**src/rtl/sc_pkg.sv**
```systemverilog
// Shared definitions for the stochastic-computing blocks.
//   sc_state_e : window control states
//   lfsr_taps  : maximal-length Fibonacci tap mask for widths 8..16
//                (bit k set means stage k+1 feeds the XOR)
package sc_pkg;

    typedef enum logic [1:0] {
        StIdle,
        StRun,
        StDone
    } sc_state_e;

    localparam int unsigned MaxLfsrW = 16;

    function automatic logic [MaxLfsrW-1:0] lfsr_taps(input int unsigned width);
        logic [MaxLfsrW-1:0] taps;
        case (width)
            8:       taps = 16'h00B8; // 8,6,5,4
            9:       taps = 16'h0110; // 9,5
            10:      taps = 16'h0240; // 10,7
            11:      taps = 16'h0500; // 11,9
            12:      taps = 16'h0829; // 12,6,4,1
            13:      taps = 16'h100D; // 13,4,3,1
            14:      taps = 16'h2015; // 14,5,3,1
            15:      taps = 16'h6000; // 15,14
            16:      taps = 16'hD008; // 16,15,13,4
            default: taps = 16'h00B8;
        endcase
        return taps;
    endfunction

endpackage

```
**src/rtl/scaled_addsub_unit_if.sv**
```systemverilog
// Bus between a stream source/sink (master) and scaled_addsub_unit (slave).
//   start, seed, mode     : window control (master -> slave)
//   in_bits, in_valid     : input streams (master -> slave)
//   out_bit, out_valid    : output stream (slave -> master)
//   count, done           : window result (slave -> master)
interface scaled_addsub_unit_if #(
    parameter int unsigned N_IN   = 2,
    parameter int unsigned LFSR_W = 8,
    parameter int unsigned WIN_W  = 8
);
    logic              start;
    logic [LFSR_W-1:0] seed;
    logic [N_IN-1:0]   mode;
    logic [N_IN-1:0]   in_bits;
    logic              in_valid;
    logic              out_bit;
    logic              out_valid;
    logic [WIN_W:0]    count;
    logic              done;

    modport master (
        output start, seed, mode, in_bits, in_valid,
        input  out_bit, out_valid, count, done
    );

    modport slave (
        input  start, seed, mode, in_bits, in_valid,
        output out_bit, out_valid, count, done
    );
endinterface

```
**src/rtl/sc_lfsr.sv**
```systemverilog
// Maximal-length Fibonacci LFSR, shift-left, feedback into bit 0.
//   clk, reset : clock, async active-high reset (state -> 1)
//   load       : load seed (a zero seed loads as 1); wins over enable
//   enable     : advance one step
//   seed       : load value
//   state      : current register contents
module sc_lfsr
    import sc_pkg::*;
#(
    parameter int unsigned Width = 8
) (
    input  logic             clk,
    input  logic             reset,
    input  logic             load,
    input  logic             enable,
    input  logic [Width-1:0] seed,
    output logic [Width-1:0] state
);
    localparam logic [Width-1:0] Taps = Width'(lfsr_taps(Width));
    localparam logic [Width-1:0] One  = Width'(1);

    logic [Width-1:0] state_q, state_d;

    always_comb begin
        state_d = state_q;
        if (load) begin
            // All-zero is the lock-up state of an XOR LFSR.
            state_d = (seed == '0) ? One : seed;
        end else if (enable) begin
            state_d = {state_q[Width-2:0], ^(state_q & Taps)};
        end
    end

    always_ff @(posedge clk or posedge reset) begin
        if (reset) begin
            state_q <= One;
        end else begin
            state_q <= state_d;
        end
    end

    assign state = state_q;
endmodule

```
**src/rtl/scaled_addsub_unit.sv**
```systemverilog
// Stochastic scaled adder/subtractor: each valid cycle one input stream is
// picked by an LFSR, optionally inverted, and registered onto out_bit. The
// ones on out_bit are counted over a window of 2^WIN_W valid samples.
//   clk, reset : clock, async active-high reset
//   bus        : slave side of scaled_addsub_unit_if (control, streams, result)
module scaled_addsub_unit
    import sc_pkg::*;
#(
    parameter int unsigned N_IN   = 2,
    parameter int unsigned LFSR_W = 8,
    parameter int unsigned WIN_W  = 8
) (
    input logic                 clk,
    input logic                 reset,
    scaled_addsub_unit_if.slave bus
);
    localparam int unsigned SelW = $clog2(N_IN);

    sc_state_e         state_q, state_d;
    logic [N_IN-1:0]   mode_q, mode_d;
    logic [WIN_W:0]    acc_q, acc_d;
    logic [WIN_W-1:0]  cnt_q, cnt_d;
    logic              out_bit_q, out_bit_d;
    logic              out_valid_q, out_valid_d;
    logic [WIN_W:0]    count_q, count_d;
    logic              done_q, done_d;

    logic              lfsr_load, lfsr_en;
    logic [LFSR_W-1:0] lfsr_state;
    logic [SelW-1:0]   sel;
    logic              sample_bit;

    sc_lfsr #(
        .Width (LFSR_W)
    ) u_lfsr (
        .clk    (clk),
        .reset  (reset),
        .load   (lfsr_load),
        .enable (lfsr_en),
        .seed   (bus.seed),
        .state  (lfsr_state)
    );

    assign sel        = lfsr_state[SelW-1:0];
    assign sample_bit = bus.in_bits[sel] ^ mode_q[sel];

    always_comb begin
        state_d     = state_q;
        mode_d      = mode_q;
        acc_d       = acc_q;
        cnt_d       = cnt_q;
        out_bit_d   = out_bit_q;
        out_valid_d = 1'b0;
        count_d     = count_q;
        done_d      = 1'b0;
        lfsr_load   = 1'b0;
        lfsr_en     = 1'b0;

        if (bus.start) begin
            // A coincident valid sample is dropped; count is left untouched.
            state_d   = StRun;
            mode_d    = bus.mode;
            acc_d     = '0;
            cnt_d     = '0;
            lfsr_load = 1'b1;
        end else if (state_q == StRun && bus.in_valid) begin
            out_bit_d   = sample_bit;
            out_valid_d = 1'b1;
            lfsr_en     = 1'b1;
            acc_d       = acc_q + (WIN_W + 1)'(sample_bit);
            cnt_d       = cnt_q + WIN_W'(1);
            if (cnt_q == '1) begin
                count_d = acc_q + (WIN_W + 1)'(sample_bit);
                done_d  = 1'b1;
                acc_d   = '0;
                state_d = StDone;
            end
        end
    end

    always_ff @(posedge clk or posedge reset) begin
        if (reset) begin
            state_q     <= StIdle;
            mode_q      <= '0;
            acc_q       <= '0;
            cnt_q       <= '0;
            out_bit_q   <= 1'b0;
            out_valid_q <= 1'b0;
            count_q     <= '0;
            done_q      <= 1'b0;
        end else begin
            state_q     <= state_d;
            mode_q      <= mode_d;
            acc_q       <= acc_d;
            cnt_q       <= cnt_d;
            out_bit_q   <= out_bit_d;
            out_valid_q <= out_valid_d;
            count_q     <= count_d;
            done_q      <= done_d;
        end
    end

    assign bus.out_bit   = out_bit_q;
    assign bus.out_valid = out_valid_q;
    assign bus.count     = count_q;
    assign bus.done      = done_q;
endmodule

```
**src/flat_wrapper.sv**
```systemverilog
// flat-port wrapper written by rule: the top's interface ports become plain ports
module scaled_addsub_unit_flat import sc_pkg::*;
#(
    parameter int unsigned N_IN   = 2,
    parameter int unsigned LFSR_W = 8,
    parameter int unsigned WIN_W  = 8
)
  (clk, reset, bus_start, bus_seed, bus_mode, bus_in_bits, bus_in_valid, bus_out_bit, bus_out_valid, bus_count, bus_done);
  scaled_addsub_unit_if #(.N_IN(N_IN), .LFSR_W(LFSR_W), .WIN_W(WIN_W)) bus_i ();
  input logic clk;
  input logic reset;
  input wire logic [$bits(bus_i.start)-1:0] bus_start;
  input wire logic [$bits(bus_i.seed)-1:0] bus_seed;
  input wire logic [$bits(bus_i.mode)-1:0] bus_mode;
  input wire logic [$bits(bus_i.in_bits)-1:0] bus_in_bits;
  input wire logic [$bits(bus_i.in_valid)-1:0] bus_in_valid;
  output wire logic [$bits(bus_i.out_bit)-1:0] bus_out_bit;
  output wire logic [$bits(bus_i.out_valid)-1:0] bus_out_valid;
  output wire logic [$bits(bus_i.count)-1:0] bus_count;
  output wire logic [$bits(bus_i.done)-1:0] bus_done;
  assign bus_i.start = bus_start;
  assign bus_i.seed = bus_seed;
  assign bus_i.mode = bus_mode;
  assign bus_i.in_bits = bus_in_bits;
  assign bus_i.in_valid = bus_in_valid;
  assign bus_out_bit = bus_i.out_bit;
  assign bus_out_valid = bus_i.out_valid;
  assign bus_count = bus_i.count;
  assign bus_done = bus_i.done;
  scaled_addsub_unit #(.N_IN(N_IN), .LFSR_W(LFSR_W), .WIN_W(WIN_W)) u_core (.clk(clk), .reset(reset), .bus(bus_i));
endmodule
```
**config.mk**
```make
export PLATFORM = sky130hd
export DESIGN_NAME = scaled_addsub_unit_flat
export DESIGN_NICKNAME = d
export VERILOG_FILES = /design/src/rtl/sc_pkg.sv /design/src/rtl/scaled_addsub_unit_if.sv /design/src/rtl/sc_lfsr.sv /design/src/rtl/scaled_addsub_unit.sv /design/src/flat_wrapper.sv
export SDC_FILE = /design/constraint.sdc
export NUM_CORES = 1
export LEC_CHECK = 0
export ABC_AREA = 1
export ABC_CLOCK_PERIOD_IN_PS = 5500
export BUFFER_PORTS_ARGS = -buffer_cell sky130_fd_sc_hd__buf_2
export CELL_PAD_IN_SITES_DETAIL_PLACEMENT = 0
export CELL_PAD_IN_SITES_GLOBAL_PLACEMENT = 1
export CORE_AREA = 10 10 79 81
export DETAILED_ROUTE_END_ITERATION = 7
export DIE_AREA = 0 0 89 91
export PLACE_DENSITY_LB_ADDON = 0.1
export SYNTH_ARGS = -nofsm -noshare
export SYNTH_HDL_FRONTEND = slang
export SYNTH_SLANG_ARGS = --single-unit
```
**constraint.sdc**
```tcl
create_clock -name clk -period 5.5 [get_ports clk]
set_input_delay 0.275 -clock clk [delete_from_list [all_inputs] [get_ports clk]]
set_output_delay 0.275 -clock clk [all_outputs]
set_load 0.01 [all_outputs]
```
==> PnR_summary.wiki, run 1 <==
{| class="wikitable"
! Metric !! Value
|-
| Max H-tree Level || 2
|-
| Unique cell type count in the Yosys netlist || 29
|-
| CTS hold repair buffers || 0
|-
| Max Clock Skew || 5.81 ps
|-
| Layout-stage area growth over the synthesis result || 14.7%
|-
| Detailed-placement wirelength estimate || approximately 3.1 mm
|-
| Synth Flop Type || dfrtp_1
|-
| Average wire per standard cell || roughly 13 µm
|-
| Cell area after synthesis || between 2000 and 2500 µm²
|-
| Highest metal used || met4
|-
| Number of warnings printed during yosys synthesis || 0
|-
| Largest net degree at the start of global routing || 42
|-
| Core box area || 4660 µm²
|-
| Async set or reset register ratio after synthesis || 1.00
|-
| Path type of the worst min-delay path || in -> async
|-
| Finished Layout Cells || around 340
|-
| Reported leakage power || 1.28 nW
|-
| Post-layout min period || between 1500 and 2000 ps
|-
| Cell seen most often among critical-path stages || nand2_1
|-
| Setup TNS after final layout || 0 ps
|-
| Number of max-cap violations || 0
|-
| Detailed router's first-iteration violation count || about 70
|-
| Area of the multi-input gates || 846 µm²
|-
| Worst endpoint required time || ~5700 ps
|-
| Synthesis-stage register bit count || 41
|-
| Total DRC errors in the routed layout || 0
|-
| Wire length reported by the detailed router || 4.24 mm
|-
| Standard-cell rows || 25
|-
| P per Cell Area || 287 nW/µm²
|-
| Slew margin rel. || 0.449
|-
| Count of endpoints failing hold in the final timing report || 0
|-
| Highest net fanout along the worst path || 3
|-
| Post-CTS resize count || 0
|-
| Die span in y || 91 µm
|-
| Die Outline Area || 8100 µm²
|-
| Cts bufs inserted || 5
|-
| Grt ovf || 0
|-
| Cell Count Post-Placement || roughly 330
|-
| Initial antenna violation count || 0
|-
| FF/Latch Area || about 1000 µm²
|-
| Number of primary I/O pins || 28
|-
| Largest incremental delay on the critical path || 560 ps
|-
| Finish-stage setup viols || 0
|-
| Post-CTS setup-driven buffer insertion count || 0
|-
| Leading cell type in the layout, fill and taps excluded || nand2_1
|-
| Vias after detailed routing || 1602
|-
| Average cell area after synthesis || 8.12 µm²
|-
| Critical Path End Type || flip-flop
|-
| Outcome || finished, final reports clean
|-
| Final antenna-violating net count || 0
|-
| Syn Nets || 272
|-
| Final slew viol count || 0
|-
| Worst Path Arrival || 2090 ps
|-
| Source-to-sink clock delay at the later pin of the worst-skew pair || just under 300 ps
|-
| Category of the worst setup path launch point || flip-flop
|-
| Met2 routed WL || between 1.5 and 2 mm
|-
| Buffers on Ports || 27
|-
| CTS tree || yes
|-
| Wire length of the first global-routing pass || between 7 and 8 mm
|-
| Routability cong. || 0.716
|-
| Worst-path cell chain || mux2i_1 > ha_1 > ha_1 > nand2_1 > nor2_1 > nand3_1 > nand2_1 > nand2_1 > nand2_1 > nand2_1
|-
| Met1 Routed Length || 2.14 mm
|-
| Slack of the worst reg-to-reg path || ~3600 ps
|-
| Worst hold-check slack || 87.9 ps
|-
| Via count normalized by instance count || 4.75
|-
| Vias in the first global route || ~1600
|-
| Fillcell total || 485
|-
| Worst slew pin tran || 823 ps
|-
| Horiz. Die Dim || a little under 90 µm
|-
| Fin nets || about 300
|-
| Worst Path Class, Setup || reg -> reg
|-
| Most used cells in the layout excluding fill and tap cells || nand2_1, dfrtp_1, inv_1
|-
| Setup repair after global routing missed its margin || false
|-
| Clk root buf || clkbuf_8
|-
| Met3 Wirelength || 262 µm
|-
| Fraction of layout instances using a drive strength above 1 || 0.180
|-
| Share of synthesized area occupied by flip-flops and latches || 0.502
|-
| Number of flops mapped to enable cells by yosys || 0
|-
| Maximum buffer depth of the clock tree || 2
|-
| Maximum frequency from static timing analysis || 526 MHz
|-
| Number of iterations in the first detailed-routing pass || 4
|-
| Period utilization || 0.346
|-
| Number of antenna cells inserted || 0
|-
| Instance count of the mapped netlist || ~250
|-
| Max stage delay cell, worst path || dfstp_2
|-
| Worst IR drop on VDD || 0.000166 V
|-
| Combined global-route utilization of all metal layers || 0.113
|-
| Initial standard-cell utilization of the core || 0.439
|-
| Post-CTS clock slew at the launch and capture registers of the worst setup and hold paths || 80 ps
|-
| Total number of clock tree sinks || 41
|}
## worst paths after layout
| path | cells after the start | to | start |
|---|---|---|---|
| setup reg to reg | 10 | u_core.bus.count[8]$_DFFE_PP0P_ | u_core.u_lfsr.state[0]$_DFFE_PP1P_ |
| min in group clk | 3 | u_core.mode_q[0]$_DFFE_PP0P_ | bus_mode[0] |
| setup / recovery | 10 | u_core.bus.count[8]$_DFFE_PP0P_ | u_core.u_lfsr.state[0]$_DFFE_PP1P_ |
| hold / removal | 3 | u_core.bus.count[3]$_DFFE_PP0P_ | reset |
| hold reg to reg | 2 | u_core.bus.count[0]$_DFFE_PP0P_ | u_core.bus.count[0]$_DFFE_PP0P_ |
| max in group asynchronous | 3 | u_core.u_lfsr.state[0]$_DFFE_PP1P_ | reset |
## power by group
| part | total [mW] | internal [mW] | switching [mW] |
|---|---|---|---|
| combinational | 0.0616 | 0.0221 | 0.0395 |
| clock | 0.287 | 0.180 | 0.107 |
| sequential | 0.325 | 0.315 | 0.0102 |
| total | 0.674 | 0.518 | 0.156 |
## cell usage after synthesis, types with 2 or more instances
library cell  instances  area (µm²)
buf_6                 2        22.5
buf_4                 2        15.0
nand2_1              98         368
xnor2_1               3        26.3
ha_1                  4        50.1
a21oi_1               3        15.0
a22oi_1               2        15.0
inv_2                 4        15.0
nand3_1              12        60.1
nor2_1               12        45.0
o21ai_2               5        43.8
o21ai_0              16        80.1
o221ai_1              2        17.5
inv_1                31         116
xor2_1                3        26.3
dfrtp_1              40        1000
## through the flow
step            util  setup slack [ps]  instance area [µm²]  total power, mW
2_1_floorplan      -              3750                 2050            0.373
3_3_place_gp   0.475              3650                 2210            0.394
3_5_place_dp   0.475              3580                 2210            0.395
4_1_cts        0.504              3580                 2350            0.686
5_1_grt        0.504              3380                 2350            0.709
6_report       0.504              3600                 2350            0.674
## worst max-delay path: cells and delay by family (launching register included)
family | cells | cell delay [ps]
and+or+nand+nor | 7 | 560
adders and majority gates | 2 | 400
muxes | 1 | 290
DFF | 1 | 560
## state kept, by name, indices dropped and copies added, names as in the netlist
register and flops:
u_core.bus.done 1, u_core.bus.out_bit 1, u_core.acc_q 9, u_core.mode_q 2
u_core.u_lfsr.state 8, u_core.bus.out_valid 1, u_core.cnt_q 8, u_core.state_q 2
u_core.bus.count 9
## per-layer routing
layer,vias to the layer above,GRT usage
met5,-,0
met4,0,0.0318
met3,2,0.0492
met2,25,0.165
met1,733,0.148
li1,842,-
## logic make-up (layout without fill, tap and decap cells)
| kind of cell | count (synthesis) | count (layout) | synth area share |
|---|---|---|---|
| AO/OA/AOI/OAI | 30 | 30 | 0.0917 |
| AND/OR/NAND/NOR | 130 | 130 | 0.267 |
| flip-flops | 41 | 41 | 0.502 |
| adder cells (fa/ha/maj) | 4 | 4 | 0.0245 |
| multiplexers | 1 | 1 | 0.00489 |
| buffers and inverters | 40 | 71 | 0.0850 |
| XOR/XNOR | 6 | 6 | 0.0257 |
## cell type report
cell class | instances | share of cell area
clock buffers | 5 | 0.0293
clock inverters | 3 | 0.0277
inverters | 35 | 0.0559
multi-input cells | 171 | 0.360
flip-flops and latches | 41 | 0.437
well taps | 54 | 0.0288
repair buffers | 28 | 0.0607
Power figures use the tool's default switching activity.
==> run 2, diff against run 1 <==
ABC_AREA = 0   (was 1)
ABC_CLOCK_PERIOD_IN_PS = 1550   (was 5500)
CORE_AREA = 10 10 82 84   (was 10 10 79 81)
DIE_AREA = 0 0 92 94   (was 0 0 89 91)
clock period = 1.55 ns   (was 5.5 ns; I/O delays follow)
==> PnR_summary.wiki, run 2 <==
{| class="wikitable"
! Metric !! Value
|-
| Die span in y || 94 µm (+3.3%)
|-
| Dominant cell by count in the synthesized netlist || dfrtp_1
|-
| Instance count of the mapped netlist || 184 (-27%)
|-
| Slew margin rel. || 0.644 (+0.195)
|-
| Area of the multi-input gates || 1050 µm² (+24%)
|-
| Initial standard-cell utilization of the core || 0.397 (-0.0423)
|-
| Number of antenna cells inserted || 0 (unchanged)
|-
| Setup repair after global routing missed its margin || true
|-
| Outcome || finished with violations
|-
| Most common library cells after synthesis || dfrtp_1, nand2_1, o21ai_0
|-
| Post-placement cell area || 2380 µm² (+7.5%)
|-
| Fraction of layout instances using a drive strength above 1 || 0.404 (+0.224)
|-
| Number of primary I/O pins || 28 (unchanged)
|-
| Final antenna-violating net count || 0 (unchanged)
|-
| Worst Path Arrival || 1950 ps (-140 ps)
|-
| Largest incremental delay on the critical path || 580 ps (+20 ps)
|-
| Cell taking the most area after synthesis || dfrtp_1
|-
| Slack of the worst reg-to-reg path || -220 ps (-3810 ps)
|-
| Worst endpoint required time || 1740 ps (-3950 ps)
|-
| Grt ovf || 0 (unchanged)
|-
| Failing checks || negative setup slack
|-
| Worst slew pin tran || 534 ps (-289 ps)
|-
| Post-layout min period || 1770 ps (-137 ps)
|-
| Vias in the first global route || 1622 (+1.5%)
|-
| Clk root buf || clkbuf_8
|-
| Die Outline Area || 8650 µm² (+6.8%)
|-
| Largest net degree at the start of global routing || 42 (unchanged)
|-
| Leading cell type in the layout, fill and taps excluded || dfrtp_1
|-
| Worst-path cell chain || and3b_2 > nand3_4 > or4_4 > mux2_4
|-
| CTS tree || yes
|-
| Fin nets || 264 (-13%)
|-
| Via count normalized by instance count || 5.08 (+6.9%)
|-
| Maximum buffer depth of the clock tree || 2 (unchanged)
|-
| Maximum frequency from static timing analysis || 567 MHz (+7.8%)
|-
| Number of iterations in the first detailed-routing pass || 4 (unchanged)
|-
| Standard-cell rows || 26 (+4.0%)
|-
| Category of the worst setup path launch point || flip-flop
|-
| FF/Latch Area || 1030 µm² (unchanged)
|-
| Async set or reset register ratio after synthesis || 1.00 (unchanged)
|-
| Detailed router's first-iteration violation count || 78 (+9.9%)
|-
| Number of flops mapped to enable cells by yosys || 0 (unchanged)
|-
| Max stage delay cell, worst path || or4_4
|-
| Syn Nets || 204 (-25%)
|-
| Cts bufs inserted || 5 (unchanged)
|-
| Source-to-sink clock delay at the later pin of the worst-skew pair || 290 ps (about the same)
|-
| Wire length reported by the detailed router || 4.88 mm (+15%)
|-
| Total number of clock tree sinks || 41 (unchanged)
|-
| Worst IR drop on VDD || 0.000431 V (+160%)
|-
| Launch instance of the worst register-to-register path || u_core.state_q[1]$_DFFE_PP0P_
|-
| Worst Path Class, Setup || reg -> reg
|-
| Period utilization || 1.14 (+0.793)
|-
| Unique cell type count in the Yosys netlist || 32 (+10%)
|-
| Max Clock Skew || 8.19 ps (+2.38 ps)
|-
| Finish-stage setup viols || 14 (+14)
|-
| Hold path cells || 3
|-
| Horiz. Die Dim || 92 µm (+3.4%)
|-
| Average cell area after synthesis || 10.9 µm² (+35%)
|-
| Layout-stage area growth over the synthesis result || 33.0%
|-
| Most used cells in the layout excluding fill and tap cells || dfrtp_1, buf_4, buf_2
|-
| Buffers on Ports || 27 (unchanged)
|-
| Synth Flop Type || dfrtp_1
|-
| Reported leakage power || 1.29 nW (+0.32%)
|-
| Post-CTS clock slew at the launch and capture registers of the worst setup and hold paths || 80 ps (about the same)
|-
| Worst hold-check slack || 16.6 ps (-71.4 ps)
|-
| Number of max-cap violations || 0 (unchanged)
|-
| Fillcell total || 480 (-1.0%)
|-
| Share of synthesized area occupied by flip-flops and latches || 0.510 (+0.00810)
|-
| P per Cell Area || 816 nW/µm² (+180%)
|-
| Count of endpoints failing hold in the final timing report || 0 (unchanged)
|-
| Destination of the worst hold path || u_core.u_lfsr.state[5]$_DFFE_PP0P_
|-
| Vias after detailed routing || 1600 (-0.12%)
|-
| Worst Min Path Start || bus_seed[5]
|-
| Highest net fanout along the worst path || 5 (+2)
|-
| Critical Path End Type || flip-flop
|-
| Max H-tree Level || 2 (unchanged)
|-
| Depth of the worst register-to-register path || 4 (-6)
|-
| Path type of the worst min-delay path || in -> reg
|-
| Detailed-placement wirelength estimate || 3.07 mm (-0.22%)
|-
| Combined global-route utilization of all metal layers || 0.108 (-0.00464)
|-
| Worst setup margin || -215 ps (-3810 ps)
|-
| Average wire per standard cell || 15.5 µm (+23%)
|-
| Routability cong. || 0.751 (+4.9%)
|-
| Share of the synthesized area in the top cell type || 0.497 (+0.00790)
|-
| Cell types occupying the most area after synthesis || dfrtp_1, mux2_4, mux2i_1, xnor2_1, xor2_1
|-
| Final slew viol count || 0 (unchanged)
|-
| Synthesis-stage register bit count || 41 (unchanged)
|-
| Endpoint of the lowest-slack register-to-register path || u_core.bus.count[0]$_DFFE_PP0P_
|-
| Core box area || 5070 µm² (+8.9%)
|-
| Initial antenna violation count || 0 (unchanged)
|-
| Number of warnings printed during yosys synthesis || 0 (unchanged)
|-
| Wire length of the first global-routing pass || 7.61 mm (+3.3%)
|-
| Cell area after synthesis || 2010 µm² (-1.6%)
|-
| Design Area, Final || 2680 µm² (+14%)
|-
| Total DRC errors in the routed layout || 0 (unchanged)
|}
==> run 2: changes by cell type after synthesis, moves of 4 or more <==
cell and delta:
inv_2 -4, xor2_1 +6, inv_1 -27, o21ai_2 -5
clkbuf_1 +6, a31oi_1 +7, nand2_1 -80, mux2_4 +9
nand3_1 -7, mux2i_1 +7, xnor2_1 +6
==> run 2: power by group <==
part / leakage (nW) / total, mW / internal, mW / switching, mW
combinational: 0.700 / 0.329 / 0.164 / 0.164
sequential: 0.542 / 1.17 / 1.13 / 0.0411
clock: 0.0450 / 0.690 / 0.313 / 0.377
total: 1.29 / 2.19 / 1.60 / 0.583
==> run 2: final cells by class <==
type,instances,share of cell area
multi-input combinational,131,0.393
tap,70,0.0327
timing repair buffer,61,0.155
inverter,4,0.00560
sequential,41,0.383
clock buffer,6,0.0271
clock inverter,2,0.00374
==> run 2: through the flow <==
stage	std cells	power [mW]	TNS, ps	worst slack, ps	util
floorplan	184	1.36	-2450	-266	-
global placement	295	1.48	-2860	-293	0.469
detailed placement	295	1.48	-3060	-307	0.469
CTS	306	2.19	-2630	-240	0.495
global route	315	2.31	-3450	-305	0.528
finish	315	2.19	-2140	-215	0.528
==> run 2: worst max-delay path by stage <==
stage | slack (ps) | start | cells after the start | endpoint
floorplan | -270 | u_core.state_q[1]$_DFFE_PP0P_ | 6 | u_core.bus.count[0]$_DFFE_PP0P_
global placement | -290 | u_core.mode_q[1]$_DFFE_PP0P_ | 9 | u_core.bus.count[8]$_DFFE_PP0P_
detailed placement | -310 | u_core.mode_q[1]$_DFFE_PP0P_ | 9 | u_core.bus.count[8]$_DFFE_PP0P_
CTS | -240 | u_core.state_q[1]$_DFFE_PP0P_ | 4 | u_core.bus.count[0]$_DFFE_PP0P_
global route | -300 | u_core.mode_q[1]$_DFFE_PP0P_ | 9 | u_core.bus.count[8]$_DFFE_PP0P_
finish | -220 | u_core.state_q[1]$_DFFE_PP0P_ | 4 | u_core.bus.count[0]$_DFFE_PP0P_
==> run 2: routing by layer <==
layer	routed length, µm	up-vias	track usage
li1	-	779	-
met2	2480	32	0.188
met3	196	10	0.0336
met5	0	-	0
met1	2110	779	0.121
met4	84	0	0.0450
==> run 2: repair_timing <==
action | in CTS | in global routing
buffers inserted | 0 | 8
pin swaps | 3 | 8
setup endpoints to repair | 18 | 20
gates resized for setup | 5 | 17
cloned | 1 | 1
hold buffers | 2 | 0
hold endpoints to repair | 41 | 0
==> run 2: cells by family (layout without fill, tap and decap cells) <==
group	count (synthesis)	after routing	synth area share
AO/OA/AOI/OAI	34	35	0.101
XOR/XNOR	18	18	0.0783
adder cells (fa/ha/maj)	4	4	0.0248
buffers and inverters	14	73	0.0335
flip-flops	41	41	0.510
multiplexers	20	20	0.124
AND/OR/NAND/NOR	53	54	0.129
==> run 2: critical path: cells and delay by family (launching register included) <==
kind | cells | cell delay, ps
multiplexers | 1 | 330
flip-flops | 1 | 390
AND/OR/NAND/NOR | 3 | 940
